**src/rtl/qu_common.sv**
```systemverilog
// Shared physical-register-file constants for the rename/map stage.
//   PHY_RF_DEPTH      : number of physical registers (power of two)
//   PHY_RF_ADDR_WIDTH : bits needed to index a physical register
//   preg_idx_t        : physical register index type
package qu_common;

   localparam int unsigned PHY_RF_DEPTH      = 128;
   localparam int unsigned PHY_RF_ADDR_WIDTH = $clog2(PHY_RF_DEPTH);

   typedef logic [PHY_RF_ADDR_WIDTH-1:0] preg_idx_t;

endpackage : qu_common

```
**src/rtl/alloc_prefix_count.sv**
```systemverilog
// Slot-offset logic for the free-list allocator. Slots are packed in index
// order, so each requesting slot reads the FIFO at head plus the number of
// requesting slots below it.
// Ports:
//   req_i    : per-slot allocation request
//   offset_o : per-slot count of requesting slots with a lower index
//   total_o  : popcount of req_i
module alloc_prefix_count #(
   parameter int unsigned ALLOC_PORTS = 3,
   parameter int unsigned CNT_W       = $clog2(ALLOC_PORTS + 1)
) (
   input  logic [ALLOC_PORTS-1:0]            req_i,
   output logic [ALLOC_PORTS-1:0][CNT_W-1:0] offset_o,
   output logic [CNT_W-1:0]                  total_o
);

   logic [CNT_W-1:0] run;

   always_comb begin
      run      = '0;
      offset_o = '0;
      for (int unsigned k = 0; k < ALLOC_PORTS; k++) begin
         offset_o[k] = run;
         run         = run + CNT_W'(req_i[k]);
      end
      total_o = run;
   end

endmodule : alloc_prefix_count

```
**src/rtl/preg_free_list.sv**
```systemverilog
// Physical register free list: a circular flop-array FIFO of free physical
// register indices. Register 0 is never held. Up to ALLOC_PORTS registers
// are granted per cycle (all-or-nothing) and one is returned per cycle.
// Ports:
//   clk, rst     : clock, asynchronous active-high reset
//   flush        : synchronous return to the reset contents (rel_err kept)
//   alloc_req    : per-slot allocation request (0 = rd, 1 = rs1, 2 = rs2)
//   alloc_grant  : every requested slot is served this cycle
//   alloc_preg   : per-slot granted index, 0 when not granted
//   rel_valid    : one register is returned this cycle
//   rel_preg     : index being returned
//   num_free     : registered count of free entries
//   stall        : fewer than ALLOC_PORTS entries free
//   rel_err      : sticky, a release was rejected
module preg_free_list #(
   parameter int unsigned PHY_RF_DEPTH = qu_common::PHY_RF_DEPTH,
   parameter int unsigned ALLOC_PORTS  = 3
) (
   input  logic                                            clk,
   input  logic                                            rst,
   input  logic                                            flush,
   input  logic [ALLOC_PORTS-1:0]                          alloc_req,
   output logic                                            alloc_grant,
   output logic [ALLOC_PORTS-1:0][$clog2(PHY_RF_DEPTH)-1:0] alloc_preg,
   input  logic                                            rel_valid,
   input  logic [$clog2(PHY_RF_DEPTH)-1:0]                 rel_preg,
   output logic [$clog2(PHY_RF_DEPTH):0]                   num_free,
   output logic                                            stall,
   output logic                                            rel_err
);

   localparam int unsigned AW    = $clog2(PHY_RF_DEPTH);
   localparam int unsigned CNT_W = $clog2(ALLOC_PORTS + 1);
   localparam logic [AW:0] MAX_FREE = (AW+1)'(PHY_RF_DEPTH - 1);

   logic [AW-1:0] fifo_q [PHY_RF_DEPTH];
   logic [AW-1:0] head_q, head_d;
   logic [AW-1:0] tail_q, tail_d;
   logic [AW:0]   count_q, count_d;
   logic          rel_err_q, rel_err_d;

   logic [ALLOC_PORTS-1:0][CNT_W-1:0] slot_off;
   logic [CNT_W-1:0]                  req_cnt;
   logic [AW:0]                       req_cnt_w;
   logic [ALLOC_PORTS-1:0][AW-1:0]    rd_idx;
   logic                              grant;
   logic                              rel_ok;
   logic                              rel_accept;

   alloc_prefix_count #(
      .ALLOC_PORTS(ALLOC_PORTS),
      .CNT_W      (CNT_W)
   ) u_prefix (
      .req_i   (alloc_req),
      .offset_o(slot_off),
      .total_o (req_cnt)
   );

   assign req_cnt_w = (AW+1)'(req_cnt);

   // rst gates the grant so nothing is handed out while reset is held.
   assign grant = (req_cnt_w != '0) && (req_cnt_w <= count_q) && !flush && !rst;

   // Acceptance is judged on the pre-grant count, so a full list rejects
   // even if this cycle's grant would have made room.
   assign rel_ok     = (rel_preg != '0) && (count_q != MAX_FREE);
   assign rel_accept = rel_valid && !flush && rel_ok;

   // Reads come only from registered FIFO contents; a same-cycle release
   // lands at tail and is not seen until the next cycle.
   always_comb begin
      alloc_preg = '0;
      rd_idx     = '0;
      for (int unsigned k = 0; k < ALLOC_PORTS; k++) begin
         rd_idx[k] = head_q + AW'(slot_off[k]);
         if (grant && alloc_req[k]) begin
            alloc_preg[k] = fifo_q[rd_idx[k]];
         end
      end
   end

   always_comb begin
      head_d    = head_q;
      tail_d    = tail_q;
      count_d   = count_q;
      rel_err_d = rel_err_q;
      if (grant) begin
         head_d = head_q + AW'(req_cnt);
      end
      if (rel_accept) begin
         tail_d = tail_q + AW'(1);
      end
      count_d = count_q - (grant ? req_cnt_w : '0) + (rel_accept ? (AW+1)'(1) : '0);
      if (rel_valid && !flush && !rel_ok) begin
         rel_err_d = 1'b1;
      end
   end

   always_ff @(posedge clk or posedge rst) begin
      if (rst) begin
         for (int unsigned i = 0; i < PHY_RF_DEPTH; i++) begin
            fifo_q[i] <= (i < PHY_RF_DEPTH - 1) ? AW'(i + 1) : '0;
         end
         head_q    <= '0;
         tail_q    <= AW'(PHY_RF_DEPTH - 1);
         count_q   <= MAX_FREE;
         rel_err_q <= 1'b0;
      end else if (flush) begin
         for (int unsigned i = 0; i < PHY_RF_DEPTH; i++) begin
            fifo_q[i] <= (i < PHY_RF_DEPTH - 1) ? AW'(i + 1) : '0;
         end
         head_q  <= '0;
         tail_q  <= AW'(PHY_RF_DEPTH - 1);
         count_q <= MAX_FREE;
      end else begin
         if (rel_accept) begin
            fifo_q[tail_q] <= rel_preg;
         end
         head_q    <= head_d;
         tail_q    <= tail_d;
         count_q   <= count_d;
         rel_err_q <= rel_err_d;
      end
   end

   assign alloc_grant = grant;
   assign num_free    = count_q;
   assign stall       = count_q < (AW+1)'(ALLOC_PORTS);
   assign rel_err     = rel_err_q;

endmodule : preg_free_list

```
**config.mk**
```make
export PLATFORM = sky130hd
export DESIGN_NAME = preg_free_list
export DESIGN_NICKNAME = d
export VERILOG_FILES = /design/src/rtl/qu_common.sv /design/src/rtl/alloc_prefix_count.sv /design/src/rtl/preg_free_list.sv
export SDC_FILE = /design/constraint.sdc
export NUM_CORES = 2
export LEC_CHECK = 0
export BUFFER_PORTS_ARGS = -buffer_cell sky130_fd_sc_hd__buf_2
export CORE_ASPECT_RATIO = 0.6
export CORE_MARGIN = 2
export CORE_UTILIZATION = 33
export DETAILED_ROUTE_END_ITERATION = 12
export PLACE_DENSITY = 0.58
export SLEW_MARGIN = 0
export SYNTH_ARGS = -nofsm -noshare
export SYNTH_HDL_FRONTEND = slang
export SYNTH_HIERARCHICAL = 1
export SYNTH_SLANG_ARGS = --single-unit
```
**constraint.sdc**
```tcl
create_clock -name clk -period 36.8 [get_ports clk]
set_input_delay 11.04 -clock clk [delete_from_list [all_inputs] [get_ports clk]]
set_output_delay 11.04 -clock clk [all_outputs]
set_load 0.05 [all_outputs]
```
* Yosys cells after proc, flatten, opt, wreduce, memory -nomap -nowiden
Cells that the tools add are included.
Cells by class: add/subtract/negate cells 8, magnitude comparators 7, eq/ne operators 1, muxes and demuxes 24, bitwise gates (word level) 5, reduce and logical (&&, ||, !) cells 19
Operators by type and width (count):
- $mux W896 | 2
- $bwmux W896 | 1
- $bmux W7 S7 | 3
- $mux W7 | 14
- $demux W7 S7 | 1
- $ge A8 B8 Y1 const B | 4
- $not A7 Y8 | 4
- $add A7 B2 Y7 | 2
- $logic_and A1 B1 Y1 | 11
- $add A8 B1 Y8 | 1
- $le A2 B8 Y1 | 1
- $lt A8 B1 Y1 const B | 1
- $lt A8 B2 Y1 const B | 1
- $mux W8 | 1
- $ne A8 B7 Y1 const B | 1
- $reduce_bool A8 Y1 | 1
- $sub A8 B2 Y8 | 1
- $add A7 B1 Y7 | 1
- $add A7 B1 Y7 const B | 1
- $reduce_bool A7 Y1 | 1
- $reduce_bool A2 Y1 | 2
- $logic_not A1 Y1 | 3
- $add A1 B1 Y2 | 1
- $add A2 B1 Y2 | 1
- 4 further kinds | 4
Storage, ports and cells: flip-flop bits (word level) 919, logic and storage cells 196

* Logic depth before layout (Yosys ltp)
depth in word-level cells 10, gate-level depth with buffers 20

* By module
Netlist, hierarchy kept.
By module, submodules not included:
- preg_free_list | instances 1, cells each 5024, area each 61168.7 um^2, sequential area each 23575.1 um^2
- alloc_prefix_count | instances 1, cells each 7, area each 66.3 um^2, sequential area each 0.0 um^2

* Worst setup path after synthesis
OpenSTA, ideal clock, no wires.
kind input -> output, from in alloc_req[0], to out alloc_preg[16] in the netlist's numbering, arrival time 14.715 ns, setup slack 11.045 ns, stages 11, cells stage by stage ha_1 > ha_1 > fa_1 > buf_4 > buf_2 > buf_1 > mux4_2 > mux4_2 > nor2_1 > or3_1 > a221oi_1
RTL lines:
- start, declared | line preg_free_list.sv:22 | input logic [ALLOC_PORTS-1:0] alloc_req,
- end, declared | line preg_free_list.sv:24 | output logic [ALLOC_PORTS-1:0][$clog2(PHY_RF_DEPTH)-1:0] alloc_preg,

==> summary.md <==
| Metric | Value |
|---|---|
| Result of the run | finished, final reports clean |
| Detailed-route vias per instance | 6.46 |
| Actual slew at the worst max-slew pin | 1330 ps |
| Largest area contributor in the netlist | sky130_fd_sc_hd__mux4_2 |
| RePlAce Congestion | roughly 1.0 |
| Yosys warning count | 6 |
| Psw | 1.03 mW |
| Critical path required time | 25,760 ps |
| Worst clock skew | between 30 and 40 ps |
| Top-count cell post-synth | sky130_fd_sc_hd__mux4_2 |
| Initial core utilization | 0.332 |
| Gate power share | 0.306 |
| Post-route insts no fill | ~7,300 |
| Total core area | 184,000 µm² |
| Area share of the largest cell type after synthesis | 0.305 |
| Antenna Nets Post-Route | 0 |
| Routing usage on met1 | 0.351 |
| Endpoint arrival time on the critical path | 17,610 ps |
| Synth Instances | a little over 5,000 |
| Leakage power of the design | ~24 nW |
| Largest buffer count on any clock path | 3 |
| Post-CTS Resized | 0 |
| CP endpoint kind | output pin |
| Critical Path Fanout Max | 57 |
| Number of buffers inserted during clock tree synthesis | 90 |
| Number of levels in the clock H-tree | 3 |
| Maximum vdd ir drop | 0.0443 mV |
| Fmax | 34.9 MHz |
| Sequential area share after synthesis | 0.385 |
| Kind of path behind the tightest hold check | register to register |
| TritonCTS clock tree | done |
| Number of port buffers | 45 |
| Sequential share of power | 0.344 |
| Post-synth cell types | 57 |
| Worst slew margin relative to its limit | 0.105 |
| Highest-utilization routing layer at the global route stage | met1 |
| Post-synthesis cell area | around 61,000 µm² |
| CTS sink cnt | 919 |
| Iteration count of the initial detailed-routing pass | 8 |
| Wire length per cell | around 32 µm |
| Class of the most critical setup path | input pin to output pin |
| Site row count | 122 |
| GRT Residual Overflow | 0 |
| First-pass GRT wire length | roughly 340 mm |
| Hold Violations, Final | 0 |
| Time the final worst path needs with I/O delays and setup | 28,650 ps |
| Type of element launching the critical path | input pin |
| Hold Path Cell Cnt | 1 |
| Die X | about 560 µm |
| Overall die area | between 150,000 and 200,000 µm² |
| Fraction of layout cells with a size suffix above 1 | 0.357 |
| Hold-fix buffer count after cts | 0 |
| Max-capacitance violation count | 0 |
| Total track usage | 0.248 |
| Cell internal power dissipation | around 2 mW |
| Pin count of the biggest net entering global routing | 173 |
| Vias after detailed routing | around 47,000 |
| Global-route track usage on met3 | 0.134 |
| Antenna violations before repair | 10 |
| Depth of the worst register-to-register path | 10 |
| # DRC | 0 |
| Latest clock arrival within the worst-skew pair | approximately 700 ps |
| Most used standard cells in the synthesized netlist | 830 x sky130_fd_sc_hd__mux4_2, 695 x sky130_fd_sc_hd__nand2_1, 462 x sky130_fd_sc_hd__dfstp_2 |
| Root buffer selected by CTS | sky130_fd_sc_hd__clkbuf_16 |
| Final net count | about 4,800 |
| Setup repair after global routing missed its margin | no |
| Vias in the first global route | around 45,000 |
| Die Y | 338 µm |
| Area growth from synthesis to final layout | 9.15% |
| Fraction of met2 tracks used by global routing | 0.319 |
| Fraction of synthesis flops using an asynchronous set or reset pin | 1.00 |
| Number of pins with negative max-slew slack in the final report | 0 |
| Clock transition time at the flip-flop clock pins of the worst setup and hold paths | 70 ps |
| Power density normalized to cell area | 45.5 nW/µm² |
| Initial DRC Count | 6,822 |
| Total Neg Setup Slack | 0 ps |
| Fraction of power spent switching nets | 0.339 |
| Detailed Route WL | 237 mm |
| Hpwl dp | 153 mm |
| Mean Syn Cell Area | 12.2 µm² |
| Count of buffers added by post-CTS timing repair for setup | 0 |
| Most frequently used flop master after synthesis | sky130_fd_sc_hd__dfstp_2 |
| Post-synth EDFFs | 0 |
| Final Setup Violations | 0 |
| Final cycle utilization of the critical path | 0.778 |
| Final hold slack | 455 ps |
| Boundary Pins | 46 |
| Number of cells in the design after placement | 7,166 |
| Clock power frac | 0.351 |
| Synth Register Bits | 919 |
| Top post-synthesis cells by area | sky130_fd_sc_hd__mux4_2 31%, sky130_fd_sc_hd__dfstp_2 20%, sky130_fd_sc_hd__dfrtp_1 19%, sky130_fd_sc_hd__mux2i_1 6.2%, sky130_fd_sc_hd__nand2_1 4.3% |
| Final standard cell utilization of the core | 0.362 |
layout by cell type (no fill, tap or decap), types with 9 or more instances in the layout:
cell	netlist	layout
sky130_fd_sc_hd__nor3_4	29	30
sky130_fd_sc_hd__o22ai_1	16	16
sky130_fd_sc_hd__dfstp_2	462	462
sky130_fd_sc_hd__clkbuf_8	0	22
sky130_fd_sc_hd__a211o_1	129	129
sky130_fd_sc_hd__nor2b_1	118	118
sky130_fd_sc_hd__buf_2	118	37
sky130_fd_sc_hd__xor2_1	13	11
sky130_fd_sc_hd__o211ai_1	83	83
sky130_fd_sc_hd__mux4_2	830	830
sky130_fd_sc_hd__nand2_1	695	694
sky130_fd_sc_hd__nand2b_1	10	9
sky130_fd_sc_hd__nor2_1	320	320
sky130_fd_sc_hd__clkbuf_16	0	92
sky130_fd_sc_hd__buf_4	52	140
sky130_fd_sc_hd__o221ai_1	12	12
sky130_fd_sc_hd__inv_1	21	19
sky130_fd_sc_hd__a21oi_1	239	239
sky130_fd_sc_hd__bufinv_16	0	15
sky130_fd_sc_hd__ha_1	29	26
sky130_fd_sc_hd__mux2i_1	382	382
sky130_fd_sc_hd__a21o_1	16	16
sky130_fd_sc_hd__o21ai_0	243	243
sky130_fd_sc_hd__clkbuf_1	300	18
sky130_fd_sc_hd__dfrtp_1	457	457
sky130_fd_sc_hd__a211oi_1	24	24
sky130_fd_sc_hd__nor3_1	25	14
sky130_fd_sc_hd__nand3b_1	27	27
sky130_fd_sc_hd__nor3_2	24	34
sky130_fd_sc_hd__clkinv_2	0	13
sky130_fd_sc_hd__or3_1	22	22
sky130_fd_sc_hd__xnor2_1	17	10
sky130_fd_sc_hd__nand3_1	181	181
layout make-up:
type / instances / area (µm²)
Inverter: 29 / 124
Clock inverter: 38 / 617
Antenna cell: 4 / 10.0
Sequential cell: 919 / 23600
Multi-Input combinational cell: 3555 / 35400
Tap cell: 2480 / 3100
Clock buffer: 132 / 2670
Fill cell: 17901 / 118000
Timing Repair Buffer: 183 / 1350
sequential cells by signal, indices dropped and copies added (netlist names):
name      count
fifo_q      896
num_free      8
head_q        7
tail_q        7
rel_err       1
logic make-up (layout without fill, tap and decap cells):
kind of cell             count (synthesis)  count (layout)  synth area share
AND/OR/NAND/NOR                       1487            1487             0.114
multiplexers                          1216            1216             0.368
flip-flops                             919             919             0.385
AO/OA/AOI/OAI                          783             783            0.0791
buffers and inverters                  559             382            0.0415
adder cells (fa/ha/maj)                 35              35           0.00789
XOR/XNOR                                31              31           0.00456
other                                    1               7         0.0000612
layer usage:
| layer | part of all wire | wire length [µm] |
|---|---|---|
| met1 | 0.40 | 95700 |
| met2 | 0.39 | 91900 |
| met4 | 0.034 | 8010 |
| met3 | 0.17 | 41200 |
| met5 | 0.0022 | 529 |
worst max-delay path, cell delays in order:
cell                       delay (ps)
sky130_fd_sc_hd__buf_2            160
sky130_fd_sc_hd__ha_4             180
sky130_fd_sc_hd__fa_4            1070
sky130_fd_sc_hd__buf_4            810
sky130_fd_sc_hd__buf_4            880
sky130_fd_sc_hd__buf_4            800
sky130_fd_sc_hd__mux4_2           420
sky130_fd_sc_hd__mux4_2           500
sky130_fd_sc_hd__mux2i_1          860
sky130_fd_sc_hd__a211oi_1         360
sky130_fd_sc_hd__buf_2            330
power by group through the flow:
stage / clock (mW) / combinational, mW / sequential [mW]
2_1_floorplan: 0 / 0.638 / 1.06
3_3_place_gp: 0 / 0.894 / 1.06
3_5_place_dp: 0 / 0.902 / 1.06
4_1_cts: 1.07 / 0.905 / 1.04
5_1_grt: 1.12 / 0.958 / 1.04
6_report: 1.07 / 0.929 / 1.04
worst paths after layout:
kind,slack [ps],to,from
worst max-delay path,8150,alloc_preg[11],alloc_req[0]
worst min-delay path,460,rel_err,rel_err
worst max register to register,32520,fifo_q[122],num_free[2]
worst min register to register,460,rel_err,rel_err
max in group asynchronous,22340,fifo_q[226],rst
min in group asynchronous,10600,fifo_q[798],rst
metrics by stage:
stage               worst slack (ps)  instance area [µm²]  power [mW]
detailed placement              8480                63500        1.96
floorplan                        685                61200        1.70
CTS                             8490                66800        3.02
global placement                8570                63500        1.95
finish                          8150                66800        3.04
global route                    8260                66800        3.12
Note: power is estimated with default switching activity, not from simulation.
